## src/rtl/game_pkg.sv

```systemverilog
// Shared types and helpers for the LED-matrix game.
// Provides the 16x16 plane type, the grid size and a pipe-column builder.
package game_pkg;

   localparam int unsigned GRID_N = 16;

   // [row][col]: row 0 is the top row, col 0 is the right edge
   typedef logic [GRID_N-1:0][GRID_N-1:0] pixel_plane_t;
   typedef logic [GRID_N-1:0]             pixel_col_t;

   // One pipe column: lit everywhere except rows gap_top .. gap_top+gap_h-1
   function automatic pixel_col_t pipe_column(input logic [7:0] gap_top,
                                              input logic [7:0] gap_h);
      pixel_col_t col;
      col = '0;
      for (int r = 0; r < GRID_N; r++) begin
         col[r] = (8'(r) < gap_top) || (8'(r) >= (gap_top + gap_h));
      end
      return col;
   endfunction

endpackage

```

## src/rtl/lfsr16.sv

```systemverilog
// 16-bit Fibonacci LFSR, taps 16,14,13,11, shifting left when enabled.
// Ports: clk, reset (async active-low, loads SEED), enable (advance one step),
//        state (current 16-bit register value).
module lfsr16 #(
   parameter logic [15:0] SEED = 16'hACE1
) (
   input  logic        clk,
   input  logic        reset,
   input  logic        enable,
   output logic [15:0] state
);

   logic feedback;

   assign feedback = state[15] ^ state[13] ^ state[12] ^ state[10];

   // A nonzero seed can never reach the all-zero lock-up state
   always_ff @(posedge clk or negedge reset) begin
      if (!reset) begin
         state <= SEED;
      end else if (enable) begin
         state <= {state[14:0], feedback};
      end
   end

endmodule

```

## src/rtl/generate_lights.sv

```systemverilog
// Pipe/obstacle generator for the 16x16 Flappy-Bird LED matrix.
// Scrolls a field of vertical pipes (each with a pseudo-random gap) from the
// right edge (col 0) leftwards and flags pipes in the bird column.
// Ports: clk, reset (async active-low), GrnPixels (green plane [row][col]),
//        RedPixels (always zero), out (1 while column BIRD_COL holds any pixel).
module generate_lights
   import game_pkg::*;
#(
   parameter int unsigned SCROLL_DIV   = 1,
   parameter int unsigned PIPE_SPACING = 6,
   parameter int unsigned GAP_H        = 4,
   parameter int unsigned BIRD_COL     = 13,
   parameter logic [15:0] LFSR_SEED    = 16'hACE1
) (
   input  logic         clk,
   input  logic         reset,
   output pixel_plane_t GrnPixels,
   output pixel_plane_t RedPixels,
   output logic         out
);

   localparam int unsigned DIV_W   = (SCROLL_DIV > 1) ? $clog2(SCROLL_DIV) : 1;
   localparam int unsigned SPAWN_W = $clog2(PIPE_SPACING);
   localparam logic [7:0]  GAP_MOD = 8'(GRID_N + 1 - GAP_H);
   localparam logic [7:0]  GAP_LEN = 8'(GAP_H);

   logic [DIV_W-1:0]   div_cnt;
   logic               tick;
   logic [SPAWN_W-1:0] spawn_cnt;
   logic [15:0]        lfsr;
   logic               lfsr_unused;
   logic [7:0]         gap_top;
   pixel_col_t         newcol;

   assign tick = (div_cnt == DIV_W'(SCROLL_DIV - 1));

   // Scroll-rate divider
   always_ff @(posedge clk or negedge reset) begin
      if (!reset) begin
         div_cnt <= '0;
      end else if (tick) begin
         div_cnt <= '0;
      end else begin
         div_cnt <= div_cnt + DIV_W'(1);
      end
   end

   // Gap source; advances on every scroll step, pipe or not
   lfsr16 #(
      .SEED (LFSR_SEED)
   ) u_lfsr (
      .clk    (clk),
      .reset  (reset),
      .enable (tick),
      .state  (lfsr)
   );

   // Only the low byte picks the gap
   assign lfsr_unused = ^lfsr[15:8];

   // Column entering at the right edge: a pipe when the spacing counter is 0
   always_comb begin
      gap_top = lfsr[7:0] % GAP_MOD;
      newcol  = '0;
      if (spawn_cnt == '0) begin
         newcol = pipe_column(gap_top, GAP_LEN);
      end
   end

   // Pipe spacing counter
   always_ff @(posedge clk or negedge reset) begin
      if (!reset) begin
         spawn_cnt <= '0;
      end else if (tick) begin
         if (spawn_cnt == '0) begin
            spawn_cnt <= SPAWN_W'(PIPE_SPACING - 1);
         end else begin
            spawn_cnt <= spawn_cnt - SPAWN_W'(1);
         end
      end
   end

   // Shift array: each row moves one column left, col 15 falls off
   always_ff @(posedge clk or negedge reset) begin
      if (!reset) begin
         GrnPixels <= '0;
      end else if (tick) begin
         for (int r = 0; r < GRID_N; r++) begin
            GrnPixels[r] <= {GrnPixels[r][GRID_N-2:0], newcol[r]};
         end
      end
   end

   assign RedPixels = '0;

   // Bird-column occupancy, straight from the registered plane
   always_comb begin
      out = 1'b0;
      for (int r = 0; r < GRID_N; r++) begin
         out = out | GrnPixels[r][BIRD_COL];
      end
   end

endmodule

```

## config.mk

```make
export PLATFORM = sky130hd
export DESIGN_NAME = generate_lights
export DESIGN_NICKNAME = d
export VERILOG_FILES = /design/src/rtl/game_pkg.sv /design/src/rtl/lfsr16.sv /design/src/rtl/generate_lights.sv
export SDC_FILE = /design/constraint.sdc
export NUM_CORES = 1
export LEC_CHECK = 0
export CORE_AREA = 2 2 201 203
export CTS_CLUSTER_DIAMETER = 60
export DETAILED_ROUTE_END_ITERATION = 10
export DIE_AREA = 0 0 203 205
export GPL_TIMING_DRIVEN = 0
export HOLD_SLACK_MARGIN = 0.1
export MAX_ROUTING_LAYER = met4
export PLACE_DENSITY_LB_ADDON = 0.25
export SLEW_MARGIN = 0
export SYNTH_ARGS = -nofsm -noshare
export SYNTH_HDL_FRONTEND = slang
export SYNTH_SLANG_ARGS = --single-unit
```

## constraint.sdc

```tcl
create_clock -name clk -period 4.2 [get_ports clk]
set_input_delay 1.05 -clock clk [delete_from_list [all_inputs] [get_ports clk]]
set_output_delay 1.05 -clock clk [all_outputs]
set_load 0.005 [all_outputs]
```

==> flow_metrics.py <==
metrics = {
    "run_status": {
        "status": "complete, no violations",
    },
    "critical_path": {
        "r2r_slack_ps": 330,
        "worstSetupEndpointType": "register",
        "cp.arrival_ps": 4270,
        "critPathTopFamily": "simple AND/OR/NAND/NOR gates",
        "cp_cell_sequence": "or4b_2 > o41ai_2 > a2111oi_4 > nor2_2 > buf_4 > nand3_1 > a221oi_1 > a311oi_2 > buf_4 > inv_1 > ha_1 > inv_1 > nand2_1 > inv_1 > nand2_1 > o21ai_0 > a211o_1",
        "cp_max_fo": 10,
        "cpPeakStageDelay_ps": 620,
        "reg2regPathDepth": 17,
        "crit_buf_inv": 5,
        "worstSetupStartpointType": "register",
        "rr_startpoint": "u_lfsr.state[7]$_DFF_PN1_",
        "path_class": "reg -> reg",
        "r2r-end": "GrnPixels[144]$_DFF_PN0_",
        "crit_required_ps": 4600,
        "crit_path_frequent_cell": "inv_1",
        "critPathSlowestCell": "or4b_2",
    },
    "route": {
        "drt-total-wl_um": 26990,
        "antenna_left": 0,
        "top_layer_used": "met4",
        "drt-met1-wl_um": 10290,
        "drtIter0Drc": 383,
        "wl_per_cell_um": 14.47,
        "viasPerCell": 3.566,
        "drc": 0,
        "vias": 6655,
        "routed-wl-met3_um": 2149,
        "wl_met2_um": 14010,
        "first_pass_iters": 5,
    },
    "synth": {
        "async_reset_ff_share_pct": 100.0,
        "synthTopCellsByArea": "dfrtp_1, buf_4, dfstp_2",
        "yosysTopAreaCellShare_pct": 64.94,
        "syn_inst": 758,
        "synth_area_per_cell_um2": 13.57,
        "synth_most_common_cell": "dfrtp_1",
        "syn_area_um2": 10290,
        "ys_types": 72,
        "ys_top_cells_by_count": "dfrtp_1, buf_4, nand2_1, a21oi_1, o21ai_0",
        "yosysWarnings": 0,
        "synth_top_area_cell": "dfrtp_1",
        "seq_area_frac_synth_pct": 66.98,
        "synth-seq-cells": 275,
        "synth_edf_count": 0,
        "synth_flop_cell": "dfrtp_1",
    },
    "worst_hold_path": {
        "whs_endpoint": "u_lfsr.state[9]$_DFF_PN0_",
        "hold_depth": 0,
        "min_from": "u_lfsr.state[8]$_DFF_PN0_",
        "worstHoldPathType": "reg -> reg",
    },
    "sta": {
        "tightest_slew_ps": 649.5,
        "finalCritPeriodShare_pct": 92.13,
        "fmaxAchievable_mhz": 258.4,
        "slew_violations": 0,
        "rsz0062_at_grt": "false",
        "relSlewSlack_pct": 56.30,
        "setup_viol": 0,
        "hold_violations": 0,
        "fin_crit_ps": 3869,
        "fin_worst_skew_ps": 17.23,
    },
    "clock_network": {
        "cts_tree": "done",
        "root_buffer": "clkbuf_16",
        "cts_num_sinks": 275,
        "clk_latency_ps": 520,
        "numCtsBuffers": 36,
        "cts_max_level": 2,
        "clkTransAtPathRegs_ps": 60,
        "cts_buffer_depth": 3,
    },
    "placement": {
        "dp_cells": 1798,
        "gp_congestion": 0.8451,
        "io_buffer_count": 258,
        "post-dp-hpwl_um": 20780,
    },
    "final_layout": {
        "areaGrowthSynthToFinish_pct": 53.70,
        "stdcell_count": 1866,
        "nFillCells": 3727,
        "utilization_pct": 40.17,
        "diodes": 0,
        "fin_nets": 1324,
        "drive_gt1_share_pct": 27.22,
    },
    "die": {
        "rows": 73,
        "ios": 515,
        "core_um2": 39370,
        "dieArea_um2": 41620,
        "fp.dieH_um": 205,
        "initial_utilization_pct": 26.14,
        "die_w_um": 203,
    },
    "power_and_ir_drop": {
        "leakage_nw": 8.058,
        "internal_power_mw": 4.665,
        "p_comb_share_pct": 4.9,
        "clockPowerShare_pct": 50.8,
        "sw_frac_of_total_pct": 22.17,
        "p_switching_mw": 1.329,
        "powerDensity_nw_per_um2": 379.0,
        "ir_drop_v": 0.0002513,
        "seqPwrFrac_pct": 44.2,
    },
    "global_route": {
        "grt_first_pass_wirelength_um": 39600,
        "grt_max_degree": 125,
        "overflow": 0,
        "grt_usage_pct": 12.73,
        "grt_pass1_vias": 6203,
        "antenna_found_initial": 1,
    },
    "flow_run": {
        "cap_violations": 0,
    },
}
-- through the flow --
step	total power, mW	cell area, um2	setup WS, ps	TNS [ps]	hold WS [ps]
after global routing	6.272	15810	2.452	0	350.6
after floorplan	2.921	11250	714.1	0	331.2
after global placement	2.977	14490	-9685	-2625240	336.8
after CTS	6.095	15750	101.1	0	347.0
after detailed placement	2.981	14550	144.1	0	335.5
final	5.994	15810	330.6	0	344.9
-- worst max path at each step --
| stage | start | to | slack (ps) | cells after the start |
|---|---|---|---|---|
| 2_1_floorplan | u_lfsr.state[7]$_DFF_PN1_ | GrnPixels[208]$_DFF_PN0_ | 710 | 13 |
| 3_3_place_gp | reset | GrnPixels[225]$_DFF_PN0_ | -9690 | 1 |
| 3_5_place_dp | u_lfsr.state[7]$_DFF_PN1_ | GrnPixels[208]$_DFF_PN0_ | 140 | 13 |
| 4_1_cts | u_lfsr.state[7]$_DFF_PN1_ | GrnPixels[208]$_DFF_PN0_ | 100 | 13 |
| 5_1_grt | u_lfsr.state[7]$_DFF_PN1_ | GrnPixels[144]$_DFF_PN0_ | 2 | 17 |
| 6_report | u_lfsr.state[7]$_DFF_PN1_ | GrnPixels[144]$_DFF_PN0_ | 330 | 17 |
-- cell type report --
cell class,instances,area [um2],share of cell area (%)
sequential,275,6892,43.58
timing repair buffer,265,2680,16.95
multi-input combinational,449,2297,14.53
buffer,274,2027,12.82
clock buffer,49,1020,6.448
tap,525,656.9,4.154
clock inverter,15,188.9,1.195
inverter,14,52.55,0.3323
-- state kept, by name, indices dropped and copies added (netlist names) --
register	flops
GrnPixels	256
u_lfsr.state	16
spawn_cnt	3
-- timing repair --
action                                  in CTS  in global routing
setup buffers                                0                  5
hold endpoints to repair                     0                  0
endpoints found under the setup margin       0                 10
hold buffers                                 0                  0
resized for setup                            0                  6
-- worst reg2reg max path, delay by kind of cell (launching register included) --
family,cells,cell delay (ps)
AOI/OAI and AO/OA,6,1000
adders and majority gates,1,210
buffers and inverters,5,750
DFF,1,580
and+or+nand+nor,5,1210
-- layer usage --
| metal | track usage, % | vias to the layer above |
|---|---|---|
| li1 | - | 3126 |
| met1 | 14.73 | 3219 |
| met2 | 21.38 | 263 |
| met3 | 4.025 | 47 |
| met4 | 3.389 | 0 |
| met5 | - | - |
-- kinds of logic after synthesis --
kind of cell             count (synthesis)  share of synthesized area, %
other                                    1                       0.03645
multiplexers                             2                        0.1946
buffers and inverters                  289                         20.25
adder cells (fa/ha/maj)                 10                         1.167
AND/OR/NAND/NOR                         86                         4.439
AO/OA/AOI/OAI                           89                         6.348
flip-flops                             275                         66.98
XOR/XNOR                                 6                        0.5838
-- power groups by stage --
stage | sequential [mW] | clock [mW] | combinational [mW]
CTS | 2.65 | 3.16 | 0.283
detailed placement | 2.70 | 0 | 0.283
finish | 2.65 | 3.05 | 0.297
global route | 2.65 | 3.29 | 0.334
floorplan | 2.70 | 0 | 0.222
global placement | 2.70 | 0 | 0.276
-- cells in the final DEF (no fill, tap or decap), types with 3 or more instances in the layout --
cell,count
nor2b_1,3
a211oi_1,3
inv_1,12
nor3_1,6
nand3_1,11
xnor2_1,3
nand4_1,3
o21ai_1,3
o21ai_0,14
nand2_1,24
ha_1,7
inv_6,3
buf_4,264
clkinv_2,4
a211o_1,4
o32ai_1,4
a21o_1,5
clkbuf_8,7
or4_1,3
dfstp_2,8
clkbuf_1,9
a21oi_1,22
buf_2,9
conb_1,256
clkbuf_16,36
nand2b_1,5
nor4_1,4
clkdlybuf4s50_1,257
dfrtp_1,267
nor2_1,10
No activity file was read; power rests on OpenSTA's default activity.
